File: src/rtl/median_filter_pkg.sv
// Shared pixel types for the median filter pipeline.
package median_filter_pkg;
  localparam int PIXEL_W = 8;

  typedef struct packed {
    logic [PIXEL_W-1:0] red;
    logic [PIXEL_W-1:0] green;
    logic [PIXEL_W-1:0] blue;
  } pixel_t;
endpackage

File: src/rtl/pixel_valid_if.sv
// Valid-only pixel stream out of the median filter; the consumer cannot stall it.
interface pixel_valid_if;
  import median_filter_pkg::*;

  logic   valid;
  pixel_t pixel;

  modport master (output valid, output pixel);
  modport slave  (input valid, input pixel);
endinterface

File: src/rtl/median_out_framer.sv
// Tags filtered pixels with sof/eol/eof by frame position and buffers them in a FWFT FIFO, one cycle write-to-output.
// The input cannot be stalled: a pixel arriving at a full FIFO with no read is dropped and overflow_o sticks.
module median_out_framer
  import median_filter_pkg::*;
#(
  parameter int OUT_LEN    = 1079,
  parameter int OUT_HEIGHT = 719,
  parameter int FIFO_DEPTH = 16
) (
  input  logic          clk,
  input  logic          rst,
  input  logic          start_i,
  pixel_valid_if.slave  pixel_valid_if_i,
  output logic          m_valid_o,
  input  logic          m_ready_i,
  output pixel_t        m_pixel_o,
  output logic          m_sof_o,
  output logic          m_eol_o,
  output logic          m_eof_o,
  output logic          busy_o,
  output logic          frame_done_o,
  output logic          overflow_o
);
  localparam int AW = $clog2(FIFO_DEPTH);
  localparam int CW = (OUT_LEN > 1) ? $clog2(OUT_LEN) : 1;
  localparam int RW = (OUT_HEIGHT > 1) ? $clog2(OUT_HEIGHT) : 1;

  typedef enum logic [1:0] {IDLE, ACTIVE, DRAIN} state_t;

  typedef struct packed {
    pixel_t pixel;
    logic   sof;
    logic   eol;
    logic   eof;
  } entry_t;

  state_t        state_q;
  entry_t        mem_q [FIFO_DEPTH];
  logic [AW:0]   wr_ptr_q, rd_ptr_q;
  logic [CW-1:0] col_q, col_d;
  logic [RW-1:0] row_q, row_d;
  logic          busy_q, frame_done_q, overflow_q;

  logic   empty, full, rd_fire, in_fire, wr_ok, col_last, row_last;
  entry_t head, wr_entry;

  assign empty    = (wr_ptr_q == rd_ptr_q);
  assign full     = (wr_ptr_q[AW] != rd_ptr_q[AW]) && (wr_ptr_q[AW-1:0] == rd_ptr_q[AW-1:0]);
  assign head     = mem_q[rd_ptr_q[AW-1:0]];
  assign rd_fire  = !empty && m_ready_i;
  assign in_fire  = (state_q == ACTIVE) && pixel_valid_if_i.valid;
  // A read in the same cycle frees the slot being written, so a full FIFO still accepts.
  assign wr_ok    = in_fire && (!full || rd_fire);
  assign col_last = (col_q == CW'(OUT_LEN - 1));
  assign row_last = (row_q == RW'(OUT_HEIGHT - 1));

  always_comb begin
    wr_entry.pixel = pixel_valid_if_i.pixel;
    wr_entry.sof   = (col_q == '0) && (row_q == '0);
    wr_entry.eol   = col_last;
    wr_entry.eof   = col_last && row_last;
    col_d = col_q + 1'b1;
    row_d = row_q;
    if (col_last) begin
      col_d = '0;
      row_d = row_last ? '0 : row_q + 1'b1;
    end
  end

  always_ff @(posedge clk) begin
    if (wr_ok) mem_q[wr_ptr_q[AW-1:0]] <= wr_entry;
  end

  always_ff @(posedge clk) begin
    if (rst) begin
      state_q      <= IDLE;
      wr_ptr_q     <= '0;
      rd_ptr_q     <= '0;
      col_q        <= '0;
      row_q        <= '0;
      busy_q       <= 1'b0;
      frame_done_q <= 1'b0;
      overflow_q   <= 1'b0;
    end else begin
      frame_done_q <= 1'b0;
      if (wr_ok)   wr_ptr_q <= wr_ptr_q + 1'b1;
      if (rd_fire) rd_ptr_q <= rd_ptr_q + 1'b1;
      case (state_q)
        IDLE: begin
          if (start_i) begin
            state_q    <= ACTIVE;
            busy_q     <= 1'b1;
            col_q      <= '0;
            row_q      <= '0;
            overflow_q <= 1'b0;
          end
        end
        ACTIVE: begin
          if (in_fire) begin
            if (!wr_ok) overflow_q <= 1'b1;
            col_q <= col_d;
            row_q <= row_d;
            if (col_last && row_last) state_q <= DRAIN;
          end
        end
        DRAIN: begin
          // An empty FIFO here means the eof pixel itself was dropped.
          if ((rd_fire && head.eof) || empty) begin
            state_q      <= IDLE;
            busy_q       <= 1'b0;
            frame_done_q <= 1'b1;
          end
        end
        default: state_q <= IDLE;
      endcase
    end
  end

  assign m_valid_o    = !empty;
  assign m_pixel_o    = empty ? '0 : head.pixel;
  assign m_sof_o      = !empty && head.sof;
  assign m_eol_o      = !empty && head.eol;
  assign m_eof_o      = !empty && head.eof;
  assign busy_o       = busy_q;
  assign frame_done_o = frame_done_q;
  assign overflow_o   = overflow_q;
endmodule

File: src/flat_wrapper.sv
// flat-port wrapper written by rule: the top's interface ports become plain ports
module median_out_framer_flat import median_filter_pkg::*;
#(
  parameter int OUT_LEN    = 1079,
  parameter int OUT_HEIGHT = 719,
  parameter int FIFO_DEPTH = 16
)
  (clk, rst, start_i, m_valid_o, m_ready_i, m_pixel_o, m_sof_o, m_eol_o, m_eof_o, busy_o, frame_done_o, overflow_o, pixel_valid_if_i_valid, pixel_valid_if_i_pixel);
  pixel_valid_if pixel_valid_if_i_i ();
  input  logic clk;
  input  logic rst;
  input  logic start_i;
  output logic m_valid_o;
  input  logic m_ready_i;
  output pixel_t m_pixel_o;
  output logic m_sof_o;
  output logic m_eol_o;
  output logic m_eof_o;
  output logic busy_o;
  output logic frame_done_o;
  output logic overflow_o;
  input wire logic [$bits(pixel_valid_if_i_i.valid)-1:0] pixel_valid_if_i_valid;
  input wire logic [$bits(pixel_valid_if_i_i.pixel)-1:0] pixel_valid_if_i_pixel;
  assign pixel_valid_if_i_i.valid = pixel_valid_if_i_valid;
  assign pixel_valid_if_i_i.pixel = pixel_valid_if_i_pixel;
  median_out_framer #(.OUT_LEN(OUT_LEN), .OUT_HEIGHT(OUT_HEIGHT), .FIFO_DEPTH(FIFO_DEPTH)) u_core (.clk(clk), .rst(rst), .start_i(start_i), .pixel_valid_if_i(pixel_valid_if_i_i), .m_valid_o(m_valid_o), .m_ready_i(m_ready_i), .m_pixel_o(m_pixel_o), .m_sof_o(m_sof_o), .m_eol_o(m_eol_o), .m_eof_o(m_eof_o), .busy_o(busy_o), .frame_done_o(frame_done_o), .overflow_o(overflow_o));
endmodule
File: config.mk
export PLATFORM = sky130hd
export DESIGN_NAME = median_out_framer_flat
export DESIGN_NICKNAME = d
export VERILOG_FILES = /design/src/rtl/median_filter_pkg.sv /design/src/rtl/pixel_valid_if.sv /design/src/rtl/median_out_framer.sv /design/src/flat_wrapper.sv
export SDC_FILE = /design/constraint.sdc
export NUM_CORES = 1
export LEC_CHECK = 0
export ABC_AREA = 1
export CELL_PAD_IN_SITES_DETAIL_PLACEMENT = 0
export CELL_PAD_IN_SITES_GLOBAL_PLACEMENT = 1
export CORE_MARGIN = 10
export CORE_UTILIZATION = 51
export DETAILED_ROUTE_END_ITERATION = 6
export PLACE_DENSITY_LB_ADDON = 0.2
export SLEW_MARGIN = 20
export SYNTH_ARGS = -nofsm -noshare
export SYNTH_HDL_FRONTEND = slang
export SYNTH_SLANG_ARGS = --single-unit
File: constraint.sdc
create_clock -name clk -period 4.9 [get_ports clk]
set_clock_uncertainty 0.1 [all_clocks]
set_input_delay 0.735 -clock clk [delete_from_list [all_inputs] [get_ports clk]]
set_output_delay 0.735 -clock clk [all_outputs]
set_load 0.02 [all_outputs]
==> flow_summary.ini, run 1 <==
[outcome]
outcome = finished, final reports clean

[synth]
synth_seq_area_share = 0.7334
ys.flop_type = edfxtp_1
ys_warn_count = 0
syn_avg_cell_area_um2 = 12.88
synth_nets = 1498
synth_edf_count = 432
ys_async_sr_fraction = 0
synth.distinct_cells = 38
syn_inst = 1458
postSynthRegisterBits = 472
netlist_area_mm2 = 0.01878

[cells_and_area]
nFillCells = 2937
seqCellArea_mm2 = 0.01378
num-nets-final = 1551
postLayoutCoreUtil = 0.5929
area_growth_pct = 15.02
drive_above_1_share = 0.09413
multiInputGateArea_mm2 = 0.004516
mostFrequentLayoutCells = edfxtp_1, nor2_1, o21ai_0, o221ai_1, nand3_1
layout.cells.non_filler = 2020
layout_commonest_cell = edfxtp_1

[sta]
slew_headroom = 0.2881
post-route-period-util = 0.8841
layout_setup_ws_ns = 0.5679
worst_pin_slew_ns = 1.064
hold_viol = 0
maxSlewViolCount = 0
tns_ns = 0
fin_crit_ns = 4.332
clock.fmax_mhz = 230.8
rsz0062_at_grt = false
setup_violations = 0

[drt]
drt_iter0_drc = 1120
wl_um = 46630
via_per_inst = 5.955
drc = 0
dr.pass1.iters = 5
vias = 12030
wl_per_cell_um = 23.08
ant_nets = 0

[clock_network]
tritoncts = yes
htreeDepth = 2
cts_hold_buf = 0
cts.repair.resized = 0
cts.path.max_buffers = 3
clk_latency_ns = 0.57
clk_pin_slew_ns = 0.06
cts_made_buffers = 48
clkSinkCount = 472
postCtsSetupRepairBufs = 0
cts_root_buffer = clkbuf_16

[pwr]
p_comb_frac = 0.142
internal-power_w = 0.006966
seqPwrFrac = 0.476
p_switching_w = 0.002458
total_leakage_power_nw = 7.054
power_density_mw_per_mm2 = 436.3
clkPwrFrac = 0.381
power_switching_share = 0.2609
ir_drop_uv = 308.0

[global_routing]
grt_pass1_vias = 11980
use_met3 = 0.04185
use_met2 = 0.3316
grtUsageMet1 = 0.2843
grt-busiest-layer = met2
grt_max_degree = 119
grt_overflow = 0
grt_usage = 0.2087
grt_pass1_wl_um = 71090
antenna_found_initial = 4

[worst_setup_path]
cp-endpoint = m_pixel_o[0]
r2r_start = u_core.wr_ptr_q[1]
crit_fanout = 118
crit_required_ns = 4.07
start_kind = register
r2r_cells = 8
crit_path_end_kind = output pin
r2r-end = u_core.mem_q[6][24]
critPathKind = register to output pin
r2r_slack_ns = 2.09
worst-endpoint-arrival_ns = 3.50

[placed_design]
dp_cells = 1928
numPortBuffers = 59
preCtsSetupSlack_ns = 1.202
place_congestion = 0.7784
dpl.hpwl_um = 25070

[floorplanning]
die_x_um = 211.9
initial_core_util = 0.5155
std_cell_rows = 70
die_area_mm2 = 0.04490
chipHeight_um = 211.9
io_pins = 60
fp.coreArea_mm2 = 0.03643

[min_path]
min_path_cells = 2
hp-class = register to register

[flow_run]
maxCapViolCount = 0
## metal layers
layer,vias up,share of wire
met5,-,0.0011
met4,6,0.022
met3,78,0.070
met2,407,0.47
met1,5987,0.43
li1,5552,-
## registers in the layout, indices dropped and copies added (netlist names), named ones only
name and flops:
u_core.rd_ptr_q 5, u_core.col_q 11, u_core.mem_q 432, u_core.frame_done_o 1
u_core.overflow_o 1, u_core.state_q 2, u_core.busy_o 1, u_core.row_q 10
u_core.wr_ptr_q 5
## cell usage after synthesis, types with 6 or more instances
library cell,n,share of area
edfxtp_1,432,0.69
nor2_1,258,0.052
o21ai_0,218,0.058
o221ai_1,104,0.049
nand3_1,79,0.021
nand2_1,67,0.013
clkbuf_1,59,0.012
inv_1,53,0.011
a21oi_1,45,0.012
dfxtp_1,40,0.043
buf_2,23,0.0061
ha_1,11,0.0073
nor3_1,9,0.0024
xor2_1,8,0.0037
buf_4,7,0.0028
nand4_1,7,0.0023
inv_2,6,0.0012
## worst min path at each step
stage / start / end / slack [ns]
final: u_core.busy_o / u_core.busy_o / 0.37
after floorplan: u_core.rd_ptr_q[4] / u_core.rd_ptr_q[4] / 0.35
after CTS: u_core.busy_o / u_core.busy_o / 0.38
after global routing: u_core.busy_o / u_core.busy_o / 0.40
after detailed placement: u_core.busy_o / u_core.busy_o / 0.37
after global placement: u_core.busy_o / u_core.busy_o / 0.35
## power groups by stage
| stage | Clock, W | Combinational [W] | Sequential [W] |
|---|---|---|---|
| final | 0.00359 | 0.00134 | 0.00449 |
| after global routing | 0.00380 | 0.00148 | 0.00450 |
| after detailed placement | 0 | 0.00134 | 0.00458 |
| after global placement | 0 | 0.00132 | 0.00458 |
| after CTS | 0.00364 | 0.00135 | 0.00449 |
| after floorplan | 0 | 0.000855 | 0.00452 |
## kinds of logic after synthesis
group                    count (synthesis)  synth area share
flip-flops                             472            0.7334
AND/OR/NAND/NOR                        436           0.09853
AO/OA/AOI/OAI                          379            0.1235
buffers and inverters                  151           0.03311
adder cells (fa/ha/maj)                 11          0.007328
XOR/XNOR                                 9          0.004197
## worst max-delay path, cell delays in order (launching register included)
cell	delay, ns
dfxtp_4	0.69
buf_12	0.45
o21ai_0	0.24
o221ai_1	0.29
nand3_1	0.10
a21oi_1	0.33
clkdlybuf4s50_1	0.70
## metrics by stage
step	total power [W]	hold slack, ns	cell area [µm²]
final	0.009424	0.3723	21600
after global routing	0.009777	0.3962	21600
after floorplan	0.005375	0.3466	18780
after detailed placement	0.005918	0.3687	20010
after CTS	0.009479	0.3769	21560
after global placement	0.005895	0.3537	19990
## layout make-up
type | instances | area share
repair buffers | 93 | 0.04298
clock inverters | 36 | 0.01419
inverters | 61 | 0.01083
multi-input cells | 835 | 0.2090
clock buffers | 54 | 0.05763
flip-flops and latches | 472 | 0.6381
well taps | 468 | 0.02711
diodes | 1 | 0.0001158
Power figures use the tool's default switching activity.
==> run 2, diff against run 1 <==
--- a/config.mk
+++ b/config.mk
@@ -9,7 +9,7 @@
 export CELL_PAD_IN_SITES_DETAIL_PLACEMENT = 0
 export CELL_PAD_IN_SITES_GLOBAL_PLACEMENT = 1
 export CORE_MARGIN = 10
-export CORE_UTILIZATION = 51
+export CORE_UTILIZATION = 28
 export DETAILED_ROUTE_END_ITERATION = 6
 export PLACE_DENSITY_LB_ADDON = 0.2
 export SLEW_MARGIN = 20
==> run 2 against run 1 <==
Non-clock buffer count is 2 higher. Setup slack worse by 0.19 ns. Maximum frequency is 4.2% lower. Largest cell class unchanged. Combinational power hardly changed. Highest routed layer unchanged. Register-to-register slack better by 0.10 ns. Clock-buffer cell count is 16 higher. Worst hold slack worse by 0.0035 ns. First-iteration DRC count is 27% lower. Via count is 0.28% lower. Sequential power hardly changed. Total power is 3.9% higher.
==> flow_summary.ini, run 2 (synthesis gave the netlist of run 1 again) <==
[min_path]
hp-class = register to register
min_to = u_core.busy_o
min_from = u_core.busy_o
min_path_cells = 2

[worst_setup_path]
path_buf_inv = 3
crit_required_ns = 4.07
r2r_start = u_core.wr_ptr_q[0]
r2r_cells = 8
slowest_delay_ns = 0.74
critPathSlowestCell = clkdlybuf4s50_1
crit_fanout = 61
r2r_slack_ns = 2.19
cpLargestDelayFamily = buffers and inverters
r2r-end = u_core.mem_q[0][24]
start_kind = register
crit_path_end_kind = output pin
worst-endpoint-arrival_ns = 3.69
critPathKind = register to output pin
crit_chain = inv_6, buf_4, nor2_1, o221ai_1, nand3_1, a21oi_1, clkdlybuf4s50_1

[drt]
ant_nets = 0
drt_iter0_drc = 820
highest_layer = met5
m1WireLength_um = 24930
wl_met2_um = 24770
drc = 0
vias = 12000
wl_per_cell_um = 22.12
via_per_inst = 4.943
dr_wl_met3_um = 3184
dr.pass1.iters = 5
wl_um = 53690

[outcome]
outcome = finished, final reports clean

[flow_run]
maxCapViolCount = 0

[clock_network]
tritoncts = yes
cts_hold_buf = 0
cts_made_buffers = 54
cts.repair.resized = 0
cts.path.max_buffers = 3
clk_pin_slew_ns = 0.05
clk_latency_ns = 0.59
clkSinkCount = 472
cts_root_buffer = clkbuf_16
htreeDepth = 2
postCtsSetupRepairBufs = 0

[global_routing]
antenna_found_initial = 3
grt_max_degree = 111
grt_pass1_vias = 11720
grt_overflow = 0
grt_pass1_wl_um = 79450
grt_usage = 0.1349

[floorplanning]
die_x_um = 279.0
io_pins = 60
chipHeight_um = 279.0
initial_core_util = 0.2841
std_cell_rows = 94
die_area_mm2 = 0.07783
fp.coreArea_mm2 = 0.06610

[sta]
setup_violations = 0
slew_headroom = 0.3387
clock.fmax_mhz = 221.1
fin_crit_ns = 4.523
worst_pin_slew_ns = 0.9919
layout_setup_ws_ns = 0.3773
tns_ns = 0
rsz0062_at_grt = false
post-route-period-util = 0.9230
maxSlewViolCount = 0
hold_viol = 0

[cells_and_area]
num-nets-final = 1559
drive_above_1_share = 0.09661
area_growth_pct = 18.34
mostFrequentLayoutCells = edfxtp_1, nor2_1, o21ai_0, o221ai_1, nand3_1
antenna_cells = 0
layout_commonest_cell = edfxtp_1
nFillCells = 6527
largest_reg_flops = 432
stdcell_area_mm2 = 0.02223

[placed_design]
place_congestion = 0.7248
dpl.hpwl_um = 26820
postPlaceCellArea_mm2 = 0.02050
numPortBuffers = 59
preCtsSetupSlack_ns = 1.034

[pwr]
ir_drop_uv = 273.4
total_leakage_power_nw = 7.124
power_density_mw_per_mm2 = 440.5
[run 2: metal layers]
layer	up-vias	global-route usage
met1	6058	0.1843
met4	6	0.02857
met3	58	0.02928
met2	300	0.2172
met5	-	0
li1	5574	-
[run 2: area by class of cell]
cell class	instances	area (µm²)	share of cell area
inverter	61	235.2	0.01058
sequential	472	13780	0.6202
tap	864	1081	0.04864
clock inverter	30	279.0	0.01255
timing repair buffer	95	898.4	0.04042
multi-input combinational	835	4507	0.2028
clock buffer	70	1441	0.06485
[run 2: worst max-delay path by stage]
stage	start	endpoint	slack, ns	depth (start not counted)
after floorplan	m_ready_i	u_core.mem_q[7][0]	1.31	6
after global placement	register	m_pixel_o[23]	1.03	7
after detailed placement	register	m_pixel_o[23]	1.03	7
after CTS	register	m_pixel_o[23]	0.39	7
after global routing	register	m_pixel_o[23]	0.24	6
final	register	m_pixel_o[23]	0.38	7
[run 2: where the power goes]
group	internal [W]	total (W)	switching [W]
clock network	0.00229	0.00390	0.00161
logic	0.000453	0.00137	0.000914
registers	0.00442	0.00452	0.0000938
[run 2: metrics by stage]
step                      total power, W  hold WS [ns]  cells  utilization
after global placement          0.005986        0.3545   2327       0.3102
after global routing             0.01022        0.3963   2427       0.3362
after floorplan                 0.005375        0.3466   1458            -
after CTS                       0.009923        0.3684   2427       0.3362
after detailed placement        0.005987        0.3519   2327       0.3102
final                           0.009789        0.3688   2427       0.3362
[run 2: worst min-delay path: stages, from the launching register on]
cell	delay (ns)
dfxtp_1	0.31
nand2_1	0.06
a21oi_1	0.05
